$ cat src/rtl/muldiv_if.sv
// muldiv_if: request and result bundle between the execute stage and muldiv_unit.
interface muldiv_if #(parameter int WIDTH = 32);
    logic             flush;
    logic             in_valid;
    logic [2:0]       op;
    logic [WIDTH-1:0] srca;
    logic [WIDTH-1:0] srcb;
    logic [WIDTH-1:0] hi_in;
    logic [WIDTH-1:0] lo_in;
    logic             busy;
    logic             out_valid;
    logic [WIDTH-1:0] hi;
    logic [WIDTH-1:0] lo;
    modport master (output flush, in_valid, op, srca, srcb, hi_in, lo_in, input busy, out_valid, hi, lo);
    modport slave (input flush, in_valid, op, srca, srcb, hi_in, lo_in, output busy, out_valid, hi, lo);
endinterface

$ cat src/rtl/muldiv_unit.sv
// muldiv_unit: multi-cycle HI/LO multiply/divide with a 2-cycle multiplier and a restoring divider.
// Define MULDIV_MADD_EN to build multiply-accumulate; otherwise ops 1xx run as plain MULT/MULTU.
module muldiv_unit #(
    parameter int WIDTH = 32
) (
    input logic      clk,
    input logic      rst,
    muldiv_if.slave  bus
);
    localparam int W  = WIDTH;
    localparam int CW = $clog2(W) + 1;

    typedef enum logic [2:0] {IDLE, MUL, ACC, DIV, FIX, DONE} state_e;

    state_e         state_q, state_d, first_st;
    logic           busy_q, out_valid_q;
    logic [W-1:0]   a_q, b_q, rem_q, quo_q, den_q, hi_q, lo_q;
    logic           sgn_q, mac_q, negq_q, negr_q, dz_q;
    logic [CW-1:0]  cnt_q;
`ifdef MULDIV_MADD_EN
    logic           sub_q;
    logic [2*W-1:0] prod_q, acc_q;
`endif
    logic           accept, sgn, is_div, is_mac, a_neg, b_neg, dz;
    logic [W-1:0]   a_mag, b_mag;
    logic [2*W-1:0] prod;
    logic [W:0]     sh, diff;

    assign accept = bus.in_valid & ~busy_q & ~bus.flush;
    assign sgn    = ~bus.op[0];
    assign is_div = ~bus.op[2] & bus.op[1];
`ifdef MULDIV_MADD_EN
    assign is_mac = bus.op[2];
`else
    assign is_mac = 1'b0;
`endif
    assign a_neg    = sgn & bus.srca[W-1];
    assign b_neg    = sgn & bus.srcb[W-1];
    assign a_mag    = a_neg ? -bus.srca : bus.srca;
    assign b_mag    = b_neg ? -bus.srcb : bus.srcb;
    assign dz       = is_div & (bus.srcb == '0);
    assign first_st = dz ? FIX : is_div ? DIV : MUL;
    // Sign-extending to 2W and truncating gives the correct product for both signednesses.
    assign prod = {{W{sgn_q & a_q[W-1]}}, a_q} * {{W{sgn_q & b_q[W-1]}}, b_q};
    assign sh   = {rem_q, quo_q[W-1]};
    assign diff = sh - {1'b0, den_q};

    always_comb begin
        state_d = bus.flush ? IDLE :
                  accept ? first_st :
                  state_q == MUL ? (mac_q ? ACC : DONE) :
                  state_q == ACC ? DONE :
                  state_q == DIV ? (cnt_q == CW'(1) ? FIX : DIV) :
                  state_q == FIX ? DONE : IDLE;
    end

    always_ff @(posedge clk) begin
        if (rst) begin
            state_q     <= IDLE;
            busy_q      <= 1'b0;
            out_valid_q <= 1'b0;
            hi_q        <= '0;
            lo_q        <= '0;
            cnt_q       <= '0;
        end else begin
            state_q     <= state_d;
            busy_q      <= state_d inside {MUL, ACC, DIV, FIX};
            out_valid_q <= state_d == DONE;
            if (accept) begin
                a_q    <= bus.srca;
                b_q    <= bus.srcb;
                sgn_q  <= sgn;
                mac_q  <= is_mac;
                dz_q   <= dz;
                negq_q <= a_neg ^ b_neg;
                negr_q <= a_neg;
                rem_q  <= '0;
                quo_q  <= a_mag;
                den_q  <= b_mag;
                cnt_q  <= CW'(W);
`ifdef MULDIV_MADD_EN
                sub_q  <= bus.op[1];
                acc_q  <= {bus.hi_in, bus.lo_in};
`endif
            end else if (!bus.flush) begin
                case (state_q)
                    MUL: begin
`ifdef MULDIV_MADD_EN
                        if (mac_q) prod_q <= prod;
                        else {hi_q, lo_q} <= prod;
`else
                        {hi_q, lo_q} <= prod;
`endif
                    end
`ifdef MULDIV_MADD_EN
                    ACC: {hi_q, lo_q} <= sub_q ? acc_q - prod_q : acc_q + prod_q;
`endif
                    DIV: begin
                        rem_q <= diff[W] ? sh[W-1:0] : diff[W-1:0];
                        quo_q <= {quo_q[W-2:0], ~diff[W]};
                        cnt_q <= cnt_q - CW'(1);
                    end
                    FIX: begin
                        hi_q <= dz_q ? a_q : negr_q ? -rem_q : rem_q;
                        lo_q <= dz_q ? '1 : negq_q ? -quo_q : quo_q;
                    end
                    default: ;
                endcase
            end
        end
    end

    assign bus.busy      = busy_q;
    assign bus.out_valid = out_valid_q;
    assign bus.hi        = hi_q;
    assign bus.lo        = lo_q;
endmodule
$ cat src/flat_wrapper.sv
// flat-port wrapper written by rule: the top's interface ports become plain ports
module muldiv_unit_flat 
#(
    parameter int WIDTH = 32
)
  (clk, rst, bus_flush, bus_in_valid, bus_op, bus_srca, bus_srcb, bus_hi_in, bus_lo_in, bus_busy, bus_out_valid, bus_hi, bus_lo);
  muldiv_if #(.WIDTH(WIDTH)) bus_i ();
  input logic clk;
  input logic rst;
  input wire logic [$bits(bus_i.flush)-1:0] bus_flush;
  input wire logic [$bits(bus_i.in_valid)-1:0] bus_in_valid;
  input wire logic [$bits(bus_i.op)-1:0] bus_op;
  input wire logic [$bits(bus_i.srca)-1:0] bus_srca;
  input wire logic [$bits(bus_i.srcb)-1:0] bus_srcb;
  input wire logic [$bits(bus_i.hi_in)-1:0] bus_hi_in;
  input wire logic [$bits(bus_i.lo_in)-1:0] bus_lo_in;
  output wire logic [$bits(bus_i.busy)-1:0] bus_busy;
  output wire logic [$bits(bus_i.out_valid)-1:0] bus_out_valid;
  output wire logic [$bits(bus_i.hi)-1:0] bus_hi;
  output wire logic [$bits(bus_i.lo)-1:0] bus_lo;
  assign bus_i.flush = bus_flush;
  assign bus_i.in_valid = bus_in_valid;
  assign bus_i.op = bus_op;
  assign bus_i.srca = bus_srca;
  assign bus_i.srcb = bus_srcb;
  assign bus_i.hi_in = bus_hi_in;
  assign bus_i.lo_in = bus_lo_in;
  assign bus_busy = bus_i.busy;
  assign bus_out_valid = bus_i.out_valid;
  assign bus_hi = bus_i.hi;
  assign bus_lo = bus_i.lo;
  muldiv_unit #(.WIDTH(WIDTH)) u_core (.clk(clk), .rst(rst), .bus(bus_i));
endmodule
$ cat config.mk
export PLATFORM = sky130hd
export DESIGN_NAME = muldiv_unit_flat
export DESIGN_NICKNAME = d
export VERILOG_FILES = /design/src/rtl/muldiv_if.sv /design/src/rtl/muldiv_unit.sv /design/src/flat_wrapper.sv
export SDC_FILE = /design/constraint.sdc
export NUM_CORES = 2
export LEC_CHECK = 0
export BUFFER_PORTS_ARGS = -buffer_cell sky130_fd_sc_hd__buf_2
export CORE_UTILIZATION = 53
export DETAILED_ROUTE_END_ITERATION = 8
export PLACE_DENSITY = 0.79
export SYNTH_ARGS = -nofsm -noshare
export SYNTH_HDL_FRONTEND = slang
export SYNTH_SLANG_ARGS = --single-unit
$ cat constraint.sdc
create_clock -name clk -period 7.61 [get_ports clk]
set_clock_uncertainty 0.2 [all_clocks]
set_input_delay 0 -clock clk [delete_from_list [all_inputs] [get_ports clk]]
set_output_delay 0 -clock clk [all_outputs]
set_load 0.03 [all_outputs]
==> metrics.csv <==
stage;metric;value;unit
placement;dpl-instance-area;0.0566;sq mm
global_routing;grt_first_pass_wirelength;239000;microns
yosys;ys_ff_latch;238;
sta;post-route-min-period;7990;ps
critical_path;cp_common_cell;fa_1;
cells_and_area;fin_cells;7401;
critical_path;crit_slowest_cell;fa_1;
drt;vias;42100;
floorplanning;dieArea;0.0975;sq mm
drt;vias_per_cell;5.69;
cts;cts_tree;yes;
drt;firstDrtPassIters;6;
critical_path;cp.required;7830;ps
min_path;hp-class;in2reg;
sta;hold_violations;0;
placement;dp_cells;7152;
floorplanning;die_x;312;microns
yosys;async_flop_share;0;
min_path;hold_path_startpoint;bus_srcb[20];
yosys;ys_warn_count;0;
yosys;syn_area;0.0510;sq mm
yosys;ys_seq_area_frac;0.125;
global_routing;antenna_found_initial;7;
outcome;violations;setup timing;
critical_path;timing.rr.end;u_core.bus.hi[26];
cells_and_area;drive_above_1_share;0.199;
floorplanning;core-area;0.0952;sq mm
placement;hpwl;121000;microns
global_routing;grt_pass1_vias;44200;
drt;post-route-drc-count;0;
yosys;avgSynthCellArea;9.19;sq um
placement;place_ws;-752;ps
sta;period_share;1.05;
yosys;synth.area.top_cells;fa_1, edfxtp_1, inv_1;
critical_path;worst_setup_path_end_kind;register;
critical_path;crit_type;reg2reg;
sta;setup_slack;-376;ps
yosys;post-synth-top-area-fraction;0.442;
critical_path;critPathBufInv;9;
cts;clock-sinks;238;
job;drv_cap;0;
floorplanning;die_y;312;microns
critical_path;startpoint_type;register;
global_routing;track_usage;0.311;
critical_path;reg2reg_depth;29;
critical_path;reg2reg_setup_slack;-380;ps
min_path;hold_path_depth;2;
sta;slew_headroom;0.226;
sta;timing.fmax;125;MHz
cells_and_area;nNetsFinal;7623;
sta;drv_slew;0;
critical_path;crit_fanout;4;
floorplanning;rows;113;
floorplanning;ios;201;
cts;cts_buffers;27;
yosys;yosysTopAreaCell;fa_1;
outcome;run_status;finished with violations;
drt;routed_wl;155000;microns
global_routing;gr-total-overflow;0;
placement;place.gp.congestion;0.958;
sta;rsz0062_at_grt;true;
placement;io_buffers;136;
sta;worst_slew_pin_slew;1160;ps
critical_path;cp_top_family;adder cells;
yosys;synth_edf_count;163;
global_routing;grt_max_degree;75;
cts;path_clk_slew;60;ps
floorplanning;start_util;0.536;
critical_path;crit_arrival;8200;ps
critical_path;critPathMaxStageDelay;570;ps
cts;htreeDepth;1;
cts;clk_latency;590;ps
cts;cts-root-buf;clkbuf_16;
yosys;synth_ff_type;edfxtp_1;
cts;clock_path_buffers;3;
yosys;synth_cell_types;73;
cells_and_area;stdcell_area;0.0619;sq mm
drt;drt_iter0_drc;4161;
drt;wire_per_inst;20.9;microns
sta;setup_tns;-8220;ps
min_path;min_to;u_core.b_q[20];
yosys;postSynthNetCount;7064;
cells_and_area;areaGrowthSynthToFinish;21.3;%
drt;antenna_left;0;
critical_path;cp_num_cells;29;
critical_path;timing.rr.start;u_core.b_q[1];
yosys;synth_cells;5553;
sta;setup-violations-final;35;
[flip-flops by register name, indices dropped and copies added, names as in the netlist, 3 cells and up]
register / cells
u_core.state_q: 3
u_core.b_q: 31
u_core.cnt_q: 6
u_core.bus.hi: 32
u_core.den_q: 32
u_core.rem_q: 32
u_core.quo_q: 32
u_core.a_q: 32
u_core.bus.lo: 32
[metrics by stage]
stage | utilization | hold WS, ps
2_1_floorplan | - | -105
3_3_place_gp | 0.595 | 34.7
3_5_place_dp | 0.595 | 34.4
4_1_cts | 0.633 | 10.1
5_1_grt | 0.650 | 13.4
6_report | 0.650 | 15.7
[layout by cell type, fill, tap and decap left out, types with 65 or more instances in the layout]
master         netlist  routed
nand2_1            848     816
a21oi_1            203     166
buf_6                0      89
dlygate4sd3_1        0      76
nor2_1             230     222
buf_4                0     433
inv_1             1162    1088
xnor2_1            123     111
edfxtp_1           163     163
dfxtp_1             75      75
o21ai_0            143     115
inv_2                0      71
xor2_1             101      96
buf_2                5     136
fa_1              1126    1064
buf_12               0      65
ha_1               250     198
and2_1             362     329
[worst register-to-register path, delay by kind of cell (launching register included)]
| family | cells | cell delay (ps) |
|---|---|---|
| compound gates | 6 | 1010 |
| fa+ha+maj | 9 | 4430 |
| buf+inv | 9 | 790 |
| xor+xnor | 1 | 150 |
| simple gates | 4 | 790 |
| flops | 1 | 460 |
[cell usage after synthesis, drive strengths merged, types with 19 or more instances]
master / count
or2: 22
edfxtp: 163
nor4: 19
dfxtp: 75
and2: 363
o31ai: 29
xnor2: 123
inv: 1162
a21o: 50
a21oi: 203
nor2: 230
and3: 24
clkbuf: 278
nand2: 848
nand3: 25
fa: 1126
ha: 250
o21ai: 146
nor3: 45
xor2: 101
[kinds of logic (layout without fill, tap and decap cells)]
family / after synthesis / count (layout) / synth area share
muxes: 16 / 16 / 0.00316
other: 0 / 3 / 0
and+or+nand+nor: 1657 / 1657 / 0.150
xor gates and xnor gates: 224 / 224 / 0.0385
buffers and inverters: 1449 / 2029 / 0.107
adders and majority gates: 1376 / 1376 / 0.503
AOI/OAI and AO/OA: 593 / 593 / 0.0730
DFF: 238 / 238 / 0.125
[cell type report]
cell class,count,area [sq um]
well taps,1265,1580
fillers,6815,33300
inverters,1162,4370
multi-input cells,3866,41200
diodes,3,7.51
clock inverters,13,97.6
flip-flops and latches,238,6400
repair buffers,817,7320
clock buffers,37,850
[worst max-delay path by stage]
stage / startpoint / slack [ps] / endpoint
4_1_cts: u_core.den_q[0] / -240 / u_core.bus.hi[27]
3_5_place_dp: u_core.a_q[11] / -750 / u_core.bus.hi[30]
6_report: u_core.b_q[1] / -380 / u_core.bus.hi[26]
5_1_grt: u_core.b_q[1] / -590 / u_core.bus.hi[24]
2_1_floorplan: u_core.a_q[29] / 3 / u_core.bus.hi[30]
3_3_place_gp: u_core.a_q[11] / -620 / u_core.bus.hi[30]
[what timing repair did]
item | CTS | global route
hold endpoints to repair | 198 | 0
setup buffers | 71 | 53
endpoints found under the setup margin | 38 | 42
pin swaps | 135 | 236
resized for setup | 285 | 316
cloned | 5 | 3
hold buffers | 76 | 0
[per-layer routing]
metal	routed length, microns	GRT usage	up-vias
met3	17300	0.0664	527
met4	7080	0.107	2
met5	13	0	-
li1	-	-	17900
met1	57200	0.411	21200
met2	73100	0.509	2413
Power is not shown: default switching activity piles up to over one toggle a cycle in this logic, so the estimate is an artifact.
